## config.mk

```make
export PLATFORM = sky130hd
export DESIGN_NAME = life_collision_mux
export DESIGN_NICKNAME = d
export VERILOG_FILES = /design/src/rtl/life_collision_mux_pkg.sv /design/src/rtl/life_collision_mux_frame_event_latch.sv /design/src/rtl/life_collision_mux.sv
export SDC_FILE = /design/constraint.sdc
export NUM_CORES = 1
export LEC_CHECK = 0
export ABC_AREA = 1
export CAP_MARGIN = 15
export CORE_ASPECT_RATIO = 1.1
export CORE_UTILIZATION = 25
export DETAILED_ROUTE_END_ITERATION = 10
export GPL_TIMING_DRIVEN = 0
export SLEW_MARGIN = 20
export SYNTH_ARGS = -nofsm -noshare
export SYNTH_HDL_FRONTEND = slang
export SYNTH_SLANG_ARGS = --single-unit
```

## constraint.sdc

```tcl
create_clock -name clk -period 6.5 [get_ports clk]
set_input_delay 1.3 -clock clk [delete_from_list [all_inputs] [get_ports clk]]
set_output_delay 1.3 -clock clk [all_outputs]
set_load 0.05 [all_outputs]
```

## src/rtl/life_collision_mux_pkg.sv

```systemverilog
// Shared types and constants for the life/collision pixel mux.
package life_collision_pkg;

  typedef enum logic [1:0] {
    PLAY      = 2'd0,
    COOLDOWN  = 2'd1,
    GAME_OVER = 2'd2
  } state_t;

  localparam int LIVES_W = 4;

  // Layers drop their DR on transparent pixels, so the mux keys on DR alone.
  localparam logic [7:0] TRANSPARENT_ENCODING = 8'hFF;

endpackage

```

## src/rtl/life_collision_mux_frame_event_latch.sv

```systemverilog
// Per-frame sticky overlap flag with a registered one-cycle event pulse
// emitted at startOfFrame when the caller enables it.
module frame_event_latch (
  input  logic clk,
  input  logic resetN,
  input  logic start_of_frame,
  input  logic set_i,
  input  logic clear_i,
  input  logic apply_i,
  output logic flag_o,
  output logic pulse_o
);

  logic flag_q, flag_d;
  logic pulse_q, pulse_d;

  always_comb begin
    // NOTE: every always_comb target gets a default first so no path can infer a latch.
    flag_d  = flag_q | set_i;
    pulse_d = 1'b0;
    if (clear_i) begin
      flag_d = 1'b0;
    end else if (start_of_frame) begin
      // An overlap in the start-of-frame cycle already belongs to the new frame.
      flag_d  = set_i;
      pulse_d = flag_q & apply_i;
    end
  end

  // NOTE: state updates use non-blocking assignments so every flop samples pre-edge values.
  always_ff @(posedge clk or negedge resetN) begin
    if (!resetN) begin
      flag_q  <= 1'b0;
      pulse_q <= 1'b0;
    end else begin
      flag_q  <= flag_d;
      pulse_q <= pulse_d;
    end
  end

  assign flag_o  = flag_q;
  assign pulse_o = pulse_q;

endmodule

```

## src/rtl/life_collision_mux.sv

```systemverilog
// Layer-priority pixel mux with per-frame collision tracking and a lives FSM.
// Optional player blink during cooldown: define LIFE_COLLISION_BLINK_EN.
module life_collision_mux
  import life_collision_pkg::*;
#(
  parameter int MAX_LIVES       = 5,
  parameter int INIT_LIVES      = 3,
  parameter int COOLDOWN_FRAMES = 60
) (
  input  logic               clk,
  input  logic               resetN,
  input  logic               startOfFrame,
  input  logic               playerDR,
  input  logic [7:0]         playerRGB,
  input  logic               enemyDR,
  input  logic [7:0]         enemyRGB,
  input  logic               lifeDR,
  input  logic [7:0]         lifeRGB,
  input  logic [7:0]         backGroundRGB,
  input  logic               gameRestart,
  output logic [7:0]         RGBout,
  output logic               enemyCollision,
  output logic               lifeCollision,
  output logic [LIVES_W-1:0] livesCount,
  output logic               gameOver
);

  localparam int CNT_W = (COOLDOWN_FRAMES > 1) ? $clog2(COOLDOWN_FRAMES) : 1;

  state_t                     state_q, state_d;
  logic   [CNT_W-1:0]         cnt_q, cnt_d;
  logic   [LIVES_W-1:0]       lives_q, lives_d, lives_clamped;
  logic   [7:0]               rgb_q, rgb_d;
  logic signed [LIVES_W:0]    lives_sum;
  logic                       enemy_flag, life_flag, hit, pick, player_vis;

  // Restart outranks frame evaluation, so it also suppresses the pulses.
  assign hit  = startOfFrame & ~gameRestart & enemy_flag & (state_q == PLAY);
  assign pick = startOfFrame & ~gameRestart & life_flag  & (state_q != GAME_OVER);

  frame_event_latch u_enemy_latch (
    .clk           (clk),
    .resetN        (resetN),
    .start_of_frame(startOfFrame),
    .set_i         (playerDR & enemyDR),
    .clear_i       (gameRestart),
    .apply_i       (state_q == PLAY),
    .flag_o        (enemy_flag),
    .pulse_o       (enemyCollision)
  );

  frame_event_latch u_life_latch (
    .clk           (clk),
    .resetN        (resetN),
    .start_of_frame(startOfFrame),
    .set_i         (playerDR & lifeDR),
    .clear_i       (gameRestart),
    .apply_i       (state_q != GAME_OVER),
    .flag_o        (life_flag),
    .pulse_o       (lifeCollision)
  );

  always_comb begin
    lives_sum = $signed({1'b0, lives_q}) - $signed({{LIVES_W{1'b0}}, hit})
              + $signed({{LIVES_W{1'b0}}, pick});
    if (int'(lives_sum) < 0) begin
      lives_clamped = '0;
    end else if (int'(lives_sum) > MAX_LIVES) begin
      lives_clamped = LIVES_W'(MAX_LIVES);
    end else begin
      lives_clamped = lives_sum[LIVES_W-1:0];
    end
  end

  always_comb begin
    state_d = state_q;
    cnt_d   = cnt_q;
    lives_d = lives_q;
    if (gameRestart) begin
      state_d = PLAY;
      cnt_d   = '0;
      lives_d = LIVES_W'(INIT_LIVES);
    end else if (startOfFrame) begin
      case (state_q)
        PLAY: begin
          lives_d = lives_clamped;
          if (hit && lives_clamped == '0) begin
            state_d = GAME_OVER;
          end else if (hit) begin
            state_d = COOLDOWN;
            cnt_d   = CNT_W'(COOLDOWN_FRAMES - 1);
          end
        end
        COOLDOWN: begin
          lives_d = lives_clamped;
          if (cnt_q == '0) state_d = PLAY;
          else             cnt_d   = cnt_q - CNT_W'(1);
        end
        default: ;
      endcase
    end
  end

`ifdef LIFE_COLLISION_BLINK_EN
  logic [3:0] frame_cnt_q, frame_cnt_d;

  always_comb begin
    frame_cnt_d = frame_cnt_q;
    if (startOfFrame) begin
      frame_cnt_d = (state_q != COOLDOWN && state_d == COOLDOWN) ? 4'd0 : frame_cnt_q + 4'd1;
    end
  end

  always_ff @(posedge clk or negedge resetN) begin
    if (!resetN) frame_cnt_q <= 4'd0;
    else         frame_cnt_q <= frame_cnt_d;
  end

  // Blink only hides the colour; overlap latches still see the raw playerDR.
  assign player_vis = playerDR & ~((state_q == COOLDOWN) & frame_cnt_q[3]);
`else
  assign player_vis = playerDR;
`endif

  always_comb begin
    if (player_vis)   rgb_d = playerRGB;
    else if (enemyDR) rgb_d = enemyRGB;
    else if (lifeDR)  rgb_d = lifeRGB;
    else              rgb_d = backGroundRGB;
  end

  always_ff @(posedge clk or negedge resetN) begin
    if (!resetN) begin
      state_q <= PLAY;
      cnt_q   <= '0;
      lives_q <= LIVES_W'(INIT_LIVES);
      rgb_q   <= 8'h00;
    end else begin
      state_q <= state_d;
      cnt_q   <= cnt_d;
      lives_q <= lives_d;
      rgb_q   <= rgb_d;
    end
  end

  assign RGBout     = rgb_q;
  assign livesCount = lives_q;
  assign gameOver   = (state_q == GAME_OVER);

endmodule

```

**Yosys cells after proc, flatten, opt, wreduce, memory -nomap -nowiden**

Cells that the tools add are included.

- Flip-flop bits (word level): 24
- Input bits: 39
- Word-level logic and storage cells: 72

- $add $sub $neg: 3
- Order comparisons: 2
- Equal/unequal tests: 8
- Mux-type cells: 28
- Bitwise logic cells: 12
- Reductions and logical operators: 11

Operator list:

| operator | number |
|---|---|
| 2-to-1 mux 6 bit | 5 |
| 2-to-1 mux 8 bit | 3 |
| 2-to-1 mux 4 bit | 5 |
| != test 3 bit (second input constant) | 4 |
| one-hot mux 6 bit (2 select lines) | 1 |
| 2-to-1 mux 2 bit | 5 |
| bitwise AND 1 bit | 9 |
| 2-to-1 mux 1 bit | 8 |
| zero test 6 bit | 1 |
| subtractor 6 x 1 -> 6 bit (second input constant) | 1 |
| adder 5 x 2 -> 5 bit | 1 |
| > comparator 5 x 4 -> 1 bit (second input constant) | 1 |
| < comparator 5 x 1 -> 1 bit (second input constant) | 1 |
| AND reduction 5 bit | 1 |
| subtractor 4 x 1 -> 5 bit | 1 |
| zero test 4 bit | 1 |
| != test 4 bit (second input constant) | 1 |
| one-hot mux 2 bit (2 select lines) | 1 |
| AND reduction 4 bit | 1 |
| nonzero test 2 bit | 2 |
| nonzero test 3 bit | 1 |
| == test 2 x 1 -> 1 bit (second input constant) | 1 |
| == test 2 bit (second input constant) | 1 |
| zero test 2 bit | 1 |
| 6 further kinds | 7 |

**Depth between registers and ports, before layout**

Gate-level depths: netlist (run 1).

- Depth after elaboration: 15
- Mapped depth: 18
- Gate-level depth less buffers: 18

**Cells and area by module**

From an unflattened synthesis (run 1), not the netlist that was laid out.

- Cells, all modules: 205
- Area total of the unflattened synthesis: 1,589.0 µm²

Modules (own cells, without submodules):

| module | instances | cells each | area each (µm²) | seq. area each (µm²) |
|---|---|---|---|---|
| life_collision_mux | 1 | 189 | 1,431.4 | 503.0 |
| frame_event_latch | 2 | 8 | 78.8 | 50.0 |

**Worst setup path after synthesis (run 1)**

OpenSTA, ideal clock, no wires.

- Kind: input to register
- Start point: input gameRestart
- End point: register state_q[0]
- Library setup time: 127 ps
- Arrival time: 3,540 ps
- Setup slack: 2,833 ps
- Cell stages on the path: 14
- Path buffers: 1
- Cells stage by stage: buf_1 > nor4_1 > inv_1 > ha_1 > inv_1 > ha_1 > fa_1 > xor2_1 > inv_1 > nand3_2 > a21oi_4 > nand3_4 > nand2_1 > o21ai_0

- Longest elaborated chain between the ends: 15
- Elaborated cells on any way between the ends: 23

Ends and longest elaborated chain:

| element | line | source |
|---|---|---|
| start: declaration | life_collision_mux.sv:20 | `input logic gameRestart,` |
| inverter 1 bit | life_collision_mux.sv:38, life_collision_mux.sv:39 |  |
| bitwise AND 1 bit | life_collision_mux.sv:38, life_collision_mux.sv:39 |  |
| bitwise AND 1 bit (2 in series) | life_collision_mux.sv:38 | `assign hit = startOfFrame & ~gameRestart & enemy_flag & (state_q == PLAY);` |
| subtractor 4 x 1 -> 5 bit | life_collision_mux.sv:64 | `lives_sum = $signed({1'b0, lives_q}) - $signed({{LIVES_W{1'b0}}, hit})` |
| adder 5 x 2 -> 5 bit | life_collision_mux.sv:65 | `+ $signed({{LIVES_W{1'b0}}, pick});` |
| > comparator 5 x 4 -> 1 bit | life_collision_mux.sv:68 | `end else if (int'(lives_sum) > MAX_LIVES) begin` |
| 2-to-1 mux 4 bit | life_collision_mux.sv:68 |  |
| 2-to-1 mux 4 bit | life_collision_mux.sv:66 | `if (int'(lives_sum) < 0) begin` |
| zero test 4 bit | life_collision_mux.sv:87 | `if (hit && lives_clamped == '0) begin` |
| logical AND 1 bit | life_collision_mux.sv:87 |  |
| 2-to-1 mux 2 bit | life_collision_mux.sv:87 |  |
| one-hot mux 2 bit (2 select lines) | life_collision_mux.sv:84 | `case (state_q)` |
| 2-to-1 mux 2 bit | life_collision_mux.sv:83 | `end else if (startOfFrame) begin` |
| 2-to-1 mux 2 bit | life_collision_mux.sv:79 | `if (gameRestart) begin` |
| end signal: assignment | life_collision_mux.sv:139 | `state_q <= state_d;` |
| end: declaration | life_collision_mux.sv:30 | `state_t state_q, state_d;` |

Several ways; a longest one is shown, not always the timed one. The select of a mux whose other input is x is not followed.
A chain may end at the register's enable or synchronous reset.

**Worst setup path after layout (run 1)**

- Start point: input gameRestart
- End point: register cnt_q[0]

- Longest elaborated chain between the ends: 13
- Elaborated cells on any way between the ends: 21

Ends and longest elaborated chain:

| element | line | source |
|---|---|---|
| inverter 1 bit | life_collision_mux.sv:38, life_collision_mux.sv:39 |  |
| bitwise AND 1 bit | life_collision_mux.sv:38, life_collision_mux.sv:39 |  |
| bitwise AND 1 bit (2 in series) | life_collision_mux.sv:38 |  |
| subtractor 4 x 1 -> 5 bit | life_collision_mux.sv:64 |  |
| adder 5 x 2 -> 5 bit | life_collision_mux.sv:65 |  |
| > comparator 5 x 4 -> 1 bit | life_collision_mux.sv:68 |  |
| 2-to-1 mux 4 bit | life_collision_mux.sv:68 |  |
| 2-to-1 mux 4 bit | life_collision_mux.sv:66 |  |
| zero test 4 bit | life_collision_mux.sv:87 |  |
| logical AND 1 bit | life_collision_mux.sv:87 |  |
| != test 3 bit (no source line) | n/a |  |
| AND reduction 5 bit (no source line) | n/a |  |
| end signal: assignment | life_collision_mux.sv:140 | `cnt_q <= cnt_d;` |
| end: declaration | life_collision_mux.sv:31 | `logic [CNT_W-1:0] cnt_q, cnt_d;` |

Several ways; a longest one is shown, not always the timed one.

==> out/results.tsv, run 1 <==
metric	value	unit
via_count_of_the_first_global_routing_pass	1471	
holdBufCountCts	0	
floorplan.initialDensity	25.8	%
run_status	completed	
grt_max_degree	25	
cts_root_buffer	sky130_fd_sc_hd__clkbuf_8	
startpoint_type	input port	
drt_first_iter_violations	42	
postRouteAntennaNets	0	
num_io_pins	54	
dieWidth	77.8	um
place_congestion	0.808	
fin_tns_setup	0	ps
synth_sequential_area_ratio	38.2	%
wl	3.41	mm
syn_nets	242	
synthesis.instances	195	
design_power	0.000794	W
die-height	85.4	um
dpl_cell_area	0.00219	mm2
tritoncts	yes	
antenna_violations_before_repair	0	
dp_worst_setup_slack	1950	ps
static-leakage-power	1.04	nW
grt_pass1_wl	6.24	mm
setup-violations-final	0	
yosys.cell_types.count	34	
insertion_delay	270	ps
critical-path-slowest-cell	sky130_fd_sc_hd__clkdlybuf4s50_1	
ys_top_cells_by_area	sky130_fd_sc_hd__dfrtp_1 35%, sky130_fd_sc_hd__nand2_1 7.6%, sky130_fd_sc_hd__a21oi_1 7.0%	
rsz_0062_raised_after_global_routing	no	
final_cell_count_no_fill	330	
cp_data_required_time	6700	ps
die_outline_area	0.00664	mm2
max_slew_vio_count	0	
most_common_cell_after_layout_fill_and_taps_aside	sky130_fd_sc_hd__clkdlybuf4s50_1	
h-tree-depth	1	
timing.final.crit_period	4280	ps
path_cells	clkdlybuf4s50_1 > buf_1 > nor4_1 > inv_1 > ha_1 > inv_1 > ha_1 > fa_1 > xor2_1 > inv_1 > nand3_2 > a21oi_4 > nand3_4 > nand2_4 > nand2_1 > nand2_1	
final_hold_viol_count	0	
clock_skew	7.08	ps
synth_xor_xnor_area_share	2.22	%
synth_area_leader_cell	sky130_fd_sc_hd__dfrtp_1	
worstSetupEndpointType	flip-flop	
routed_via_density	4.40	
critical_path_peak_fanout	10	
place.port_buffers	51	
core_area	0.00612	mm2
syn_area	0.00158	mm2
setup.worst_path.class	in -> reg	
grt_overflow	0	
numCtsBuffers	3	
worst_ir_drop_vdd	157	uV
most-common-layout-cells	50 x sky130_fd_sc_hd__clkdlybuf4s50_1, 32 x sky130_fd_sc_hd__nand2_1, 23 x sky130_fd_sc_hd__inv_1, 22 x sky130_fd_sc_hd__dfrtp_1, 22 x sky130_fd_sc_hd__a21oi_1	
via_count	1453	
design.final.nets	298	
pwr_density_cell	352	mW/mm2
syn_avg_cell_area	8.10	um2
worst_path_largest_cell_delay	480	ps
syn2layout_area_growth	42.8	%
dp_hpwl	2.81	mm
synthAdderAreaFrac	6.81	%
hold_path_class	reg -> reg	
synth_top_area_share	34.8	%
fillCellCount	656	
worst_hold_path.num_cells	2	
clock.fmax	234	MHz
crit_top_cell	sky130_fd_sc_hd__inv_1	
yosysWarningCount	0	
cell_count_of_the_worst_reg_to_reg_path	16	
ctsLongestPathBuffers	2	
maxSlewHeadroom	64.4	%
worst_pin_slew	534	ps
cts-resized-gates	0	
dp.cells	326	
synth_top_family_by_area	simple AND/OR/NAND/NOR gates	
timing.final.crit_share	65.8	%
synth_mux_area_share	5.07	%
antenna_cells_inserted	0	
detailedRoute.firstPassIterationCount	4	
clkSinkCount	24	
wp_data_arrival	4480	ps
final_area	0.00226	mm2
detail_route.wl_per_cell	10.3	um
synth-compound-area-share	12.0	%
post_synth_and_or_nand_nor_area_fraction	28.4	%
drc	0	
cts.reportedPaths.clkPinSlew	80	ps
drive_above_1_share	12.8	%
count_of_state_elements_after_synthesis	24	
rows	30	
global_route_usage_over_all_layers	11.6	%
final.setup.worst_slack	2220	ps
max_cap_violations	0	
cts_setup_buffers	0	
[per-stage QoR]
stage               hold slack (ps)  utilization, %
floorplan                       442               -
global placement                454            35.8
detailed placement              466            35.7
CTS                             487            36.9
global route                    517            36.9
finish                          484            36.9
[power by group]
group	switching (W)	internal [W]
clock network	0.0000492	0.0000823
logic	0.000275	0.000167
registers	0.0000304	0.000190
[final cells by class]
| class | count | area (um2) | area share, % |
|---|---|---|---|
| repair buffers | 51 | 505 | 22.4 |
| flip-flops and latches | 24 | 603 | 26.7 |
| well taps | 80 | 100 | 4.43 |
| clock inverters | 1 | 30.0 | 1.33 |
| inverters | 26 | 97.6 | 4.32 |
| multi-input cells | 141 | 862 | 38.2 |
| clock buffers | 3 | 41.3 | 1.83 |
| plain buffers | 4 | 17.5 | 0.776 |
[cells by family (layout without fill, tap and decap cells)]
family                     Yosys count  count (layout)
AOI/OAI and AO/OA                   32              32
xor gates and xnor gates             4               4
adders and majority gates            8               8
buffers and inverters               30              85
DFF                                 24              24
muxes                                8               8
and+or+nand+nor                     89              89
[routing by layer]
metal / vias to the layer above / GRT usage (%) / part of all wire [%]
met5: - / 0 / 0
met4: 0 / 3.09 / 1.0
met3: 2 / 3.76 / 7.7
met2: 49 / 20.4 / 49
met1: 655 / 13.4 / 42
li1: 747 / - / -
[flip-flops by register name (all words and copies together), names as in the netlist]
name and count:
RGBout 8, cnt_q 6, livesCount 4, state_q 2
u_enemy_latch.flag_o 1, u_enemy_latch.pulse_o 1, u_life_latch.flag_o 1, u_life_latch.pulse_o 1
[worst paths after layout]
kind | to | start | slack, ps
max in group asynchronous | livesCount[1]$_DFFE_PN1P_ | resetN | 5130
setup / recovery | cnt_q[0]$_DFFE_PN0P_ | gameRestart | 2220
hold reg to reg | cnt_q[0]$_DFFE_PN0P_ | cnt_q[0]$_DFFE_PN0P_ | 480
hold / removal | cnt_q[0]$_DFFE_PN0P_ | cnt_q[0]$_DFFE_PN0P_ | 480
min in group asynchronous | cnt_q[5]$_DFFE_PN0P_ | resetN | 1010
setup reg to reg | cnt_q[0]$_DFFE_PN0P_ | state_q[1]$_DFFE_PN0P_ | 3590
[critical path: cells and delay by family]
family	cells	cell delay [ps]
AOI/OAI and AO/OA	1	150
xor gates and xnor gates	1	190
adders and majority gates	3	910
buffers and inverters	5	1000
and+or+nand+nor	6	900
[synthesized netlist by cell type (all sizes together)]
| library cell | instances |
|---|---|
| mux2i | 8 |
| xor2 | 3 |
| clkbuf | 1 |
| inv | 25 |
| dfstp | 2 |
| nor4 | 1 |
| nand4 | 2 |
| o21a | 1 |
| or2 | 7 |
| buf | 3 |
| nand2 | 35 |
| o211ai | 1 |
| nor3 | 1 |
| clkinv | 1 |
| fa | 1 |
| nor2 | 23 |
| dfrtp | 22 |
| xnor2 | 1 |
| a22oi | 1 |
| a21oi | 23 |
| ha | 7 |
| nand3 | 20 |
| o21ai | 6 |
No activity file was read; power rests on OpenSTA's default activity.
==> run 2: changes to the inputs <==
==> constraint.sdc (replaced) <==
create_clock -name clk -period 4.2 [get_ports clk]
set_input_delay 0.84 -clock clk [delete_from_list [all_inputs] [get_ports clk]]
set_output_delay 0.84 -clock clk [all_outputs]
set_load 0.05 [all_outputs]
==> results of run 2 <==
The final DEF is identical to that of run 1. Status: completed.
Among the figures that moved: setup slack after placement 1950 ps -> 105 ps; setup slack after layout 2220 ps -> 381 ps; register-to-register setup slack 3590 ps -> 1290 ps; total power 0.000794 W -> 0.00123 W; worst IR drop on VDD 157 uV -> 244 uV
==> run 3: changes to the inputs <==
--- a/config.mk
+++ b/config.mk
@@ -7,7 +7,7 @@
 export LEC_CHECK = 0
 export ABC_AREA = 1
 export CAP_MARGIN = 15
-export CORE_ASPECT_RATIO = 1.1
+export CORE_ASPECT_RATIO = 2
 export CORE_UTILIZATION = 25
 export DETAILED_ROUTE_END_ITERATION = 10
 export GPL_TIMING_DRIVEN = 0
==> run 3 against run 2 <==
Flip-flop and latch count stayed put. Total power is 3.2% higher. Die area is 0.29% higher. Via count is 1.9% higher. Largest cell class unchanged. Setup slack better by 26 ps. Clock skew is 3.0 ps lower. Sequential share of layout area is 0.26 points lower. Non-clock buffer count stayed put. Register-to-register slack hardly changed. Core utilization is 0.75 points higher.
==> out/results.tsv, run 3 (synthesis results as in run 1) <==
metric	value	unit	change
clock.fmax	264	MHz	was 262 MHz
h-tree-depth	1		unchanged
timing.final.crit_share	90.3	%	was 90.9%
ctsLongestPathBuffers	2		unchanged
numCtsBuffers	3		unchanged
via_count_of_the_first_global_routing_pass	1562		was 1471
p_comb_share	55.1	%	was 55.7%
most_common_cell_after_layout_fill_and_taps_aside	sky130_fd_sc_hd__clkdlybuf4s50_1		unchanged
cts.reportedPaths.clkPinSlew	60	ps	was 80 ps
largest_register_ffs	8		unchanged
clkSinkCount	24		unchanged
crit_top_cell	sky130_fd_sc_hd__inv_1		unchanged
drc	0		unchanged
die_outline_area	0.00666	mm2	was 0.00664 mm2
worst-r2r-setup-slack	1290	ps	about the same
rows	40		was 30
drive_above_1_share	12.8	%	unchanged
syn2layout_area_growth	44.3	%	was 42.8%
cpLargestDelayFamily	buffers and inverters		unchanged
fin_tns_setup	0	ps	unchanged
antenna_cells_inserted	0		unchanged
floorplan.initialDensity	26.1	%	was 25.8%
die-height	114	um	was 85.4 um
path_cells	clkdlybuf4s50_1 > buf_1 > nor4_1 > inv_1 > ha_1 > inv_1 > ha_1 > fa_1 > xor2_1 > inv_1 > nand3_2 > a21oi_4 > nand3_4 > nand2_4 > nand2_1 > nand2_1		unchanged
dieWidth	58.2	um	was 77.8 um
cp-startpoint	gameRestart		unchanged
wp_data_arrival	3990	ps	was 4020 ps
startpoint_type	input port		unchanged
holdBufCountCts	0		unchanged
worstSetupEndpointType	flip-flop		unchanged
multi_input_gate_area_in_the_final_layout	862	um2	unchanged
grt_max_degree	25		unchanged
fin_util	37.6	%	was 36.9%
fillCellCount	633		was 656
timing.rr.end	cnt_q[3]$_DFFE_PN0P_		was cnt_q[0]$_DFFE_PN0P_
rsz_0062_raised_after_global_routing	no		unchanged
max_slew_vio_count	0		unchanged
postRouteAntennaNets	0		unchanged
cp_data_required_time	4400	ps	about the same
power.share.switching	44.8	%	was 44.7%
pwr_density_cell	556	mW/mm2	was 544 mW/mm2
tritoncts	yes		unchanged
critical_path_buf_inv_count	5		unchanged
final_hold_viol_count	0		unchanged
critical_path_depth	16		unchanged
via_count	1481		was 1453
cts_root_buffer	sky130_fd_sc_hd__clkbuf_16		was sky130_fd_sc_hd__clkbuf_8
place_congestion	0.864		was 0.808
global_route_usage_over_all_layers	13.3	%	was 11.6%
timing.final.crit_period	3790	ps	was 3820 ps
critical_path_peak_fanout	10		unchanged
cts_setup_buffers	0		unchanged
clock_skew	4.03	ps	was 7.08 ps
worst_path_largest_cell_delay	480	ps	about the same
detail_route.wl_per_cell	11.6	um	was 10.3 um
power.switching	0.000568	W	was 0.000549 W
detailedRoute.firstPassIterationCount	4		unchanged
wl	3.87	mm	was 3.41 mm
maxSlewHeadroom	63.8	%	was 64.4%
dp_hpwl	3.13	mm	was 2.81 mm
drt_first_iter_violations	27		was 42
reg2reg_from	state_q[1]$_DFFE_PN0P_		unchanged
place.port_buffers	51		unchanged
cell_count_of_the_worst_reg_to_reg_path	16		unchanged
most-common-layout-cells	50 x sky130_fd_sc_hd__clkdlybuf4s50_1, 32 x sky130_fd_sc_hd__nand2_1, 23 x sky130_fd_sc_hd__inv_1, 22 x sky130_fd_sc_hd__dfrtp_1, 22 x sky130_fd_sc_hd__a21oi_1		unchanged
run_status	completed		unchanged
timing.critical_path.to	cnt_q[3]$_DFFE_PN0P_		was cnt_q[0]$_DFFE_PN0P_
hold_path_class	reg -> reg		unchanged
setup-violations-final	0		unchanged
routed_via_density	4.43		was 4.40
design.final.nets	298		unchanged
grt_overflow	0		unchanged
max_cap_violations	0		unchanged
p_clk_share	18.0	%	was 16.6%
pint	0.000699	W	was 0.000679 W
sequential_group_share_of_total_power	27.0	%	was 27.7%
static-leakage-power	1.05	nW	was 1.04 nW
core_area	0.00606	mm2	was 0.00612 mm2
seq_area	603	um2	unchanged
grt_pass1_wl	6.80	mm	was 6.24 mm
cts-resized-gates	0		unchanged
antenna_violations_before_repair	0		unchanged
worst_ir_drop_vdd	236	uV	was 244 uV
insertion_delay	260	ps	was 270 ps
critical-path-slowest-cell	sky130_fd_sc_hd__clkdlybuf4s50_1		unchanged
num_io_pins	54		unchanged
setup.worst_path.class	in -> reg		unchanged
worst_pin_slew	544	ps	was 534 ps
run 3: routing by layer:
| metal | wire length (um) | vias up | global-route usage (%) |
|---|---|---|---|
| met4 | 96 | 0 | 7.62 |
| met2 | 2270 | 45 | 24.8 |
| li1 | - | 742 | - |
| met3 | 180 | 6 | 3.16 |
| met5 | 0 | - | 0 |
| met1 | 1330 | 688 | 12.6 |
run 3: area by class of cell:
class / instances / area share [%]
Sequential cell: 24 / 26.5
Inverter: 26 / 4.28
Timing Repair Buffer: 51 / 22.2
Multi-Input combinational cell: 141 / 37.8
Tap cell: 84 / 4.61
Clock buffer: 4 / 3.90
Buffer: 4 / 0.768
run 3: worst min-delay path by stage:
stage / startpoint / end / slack [ps] / cells past startpoint
after floorplan: cnt_q[0]$_DFFE_PN0P_ / cnt_q[0]$_DFFE_PN0P_ / 440 / 2
after CTS: cnt_q[0]$_DFFE_PN0P_ / cnt_q[0]$_DFFE_PN0P_ / 480 / 2
final: cnt_q[0]$_DFFE_PN0P_ / cnt_q[0]$_DFFE_PN0P_ / 470 / 2
after detailed placement: cnt_q[0]$_DFFE_PN0P_ / cnt_q[0]$_DFFE_PN0P_ / 460 / 2
after global routing: cnt_q[0]$_DFFE_PN0P_ / cnt_q[0]$_DFFE_PN0P_ / 500 / 2
after global placement: cnt_q[0]$_DFFE_PN0P_ / cnt_q[0]$_DFFE_PN0P_ / 460 / 2
run 3: power groups by stage:
| stage | sequential (W) | clock (W) | combinational [W] |
|---|---|---|---|
| detailed placement | 0.000346 | 0 | 0.000702 |
| global placement | 0.000345 | 0 | 0.000691 |
| floorplan | 0.000411 | 0 | 0.000450 |
| CTS | 0.000342 | 0.000235 | 0.000705 |
| finish | 0.000342 | 0.000228 | 0.000698 |
| global route | 0.000351 | 0.000246 | 0.000781 |
run 3: stage by stage:
stage               total power, W  cells  cell area [um2]  setup slack [ps]  hold WS [ps]
floorplan                 0.000861    195             1580               993           442
global placement           0.00104    330             2200              97.0           457
detailed placement         0.00105    330             2190               147           464
CTS                        0.00128    334             2280               383           478
global route               0.00138    334             2280               188           499
finish                     0.00127    334             2280               407           471
run 3: tightest hold or removal path, cell delays in order, from the launching register on:
cell and delay, ps:
sky130_fd_sc_hd__dfrtp_1 340, sky130_fd_sc_hd__nand2_1 50, sky130_fd_sc_hd__nand2_1 50
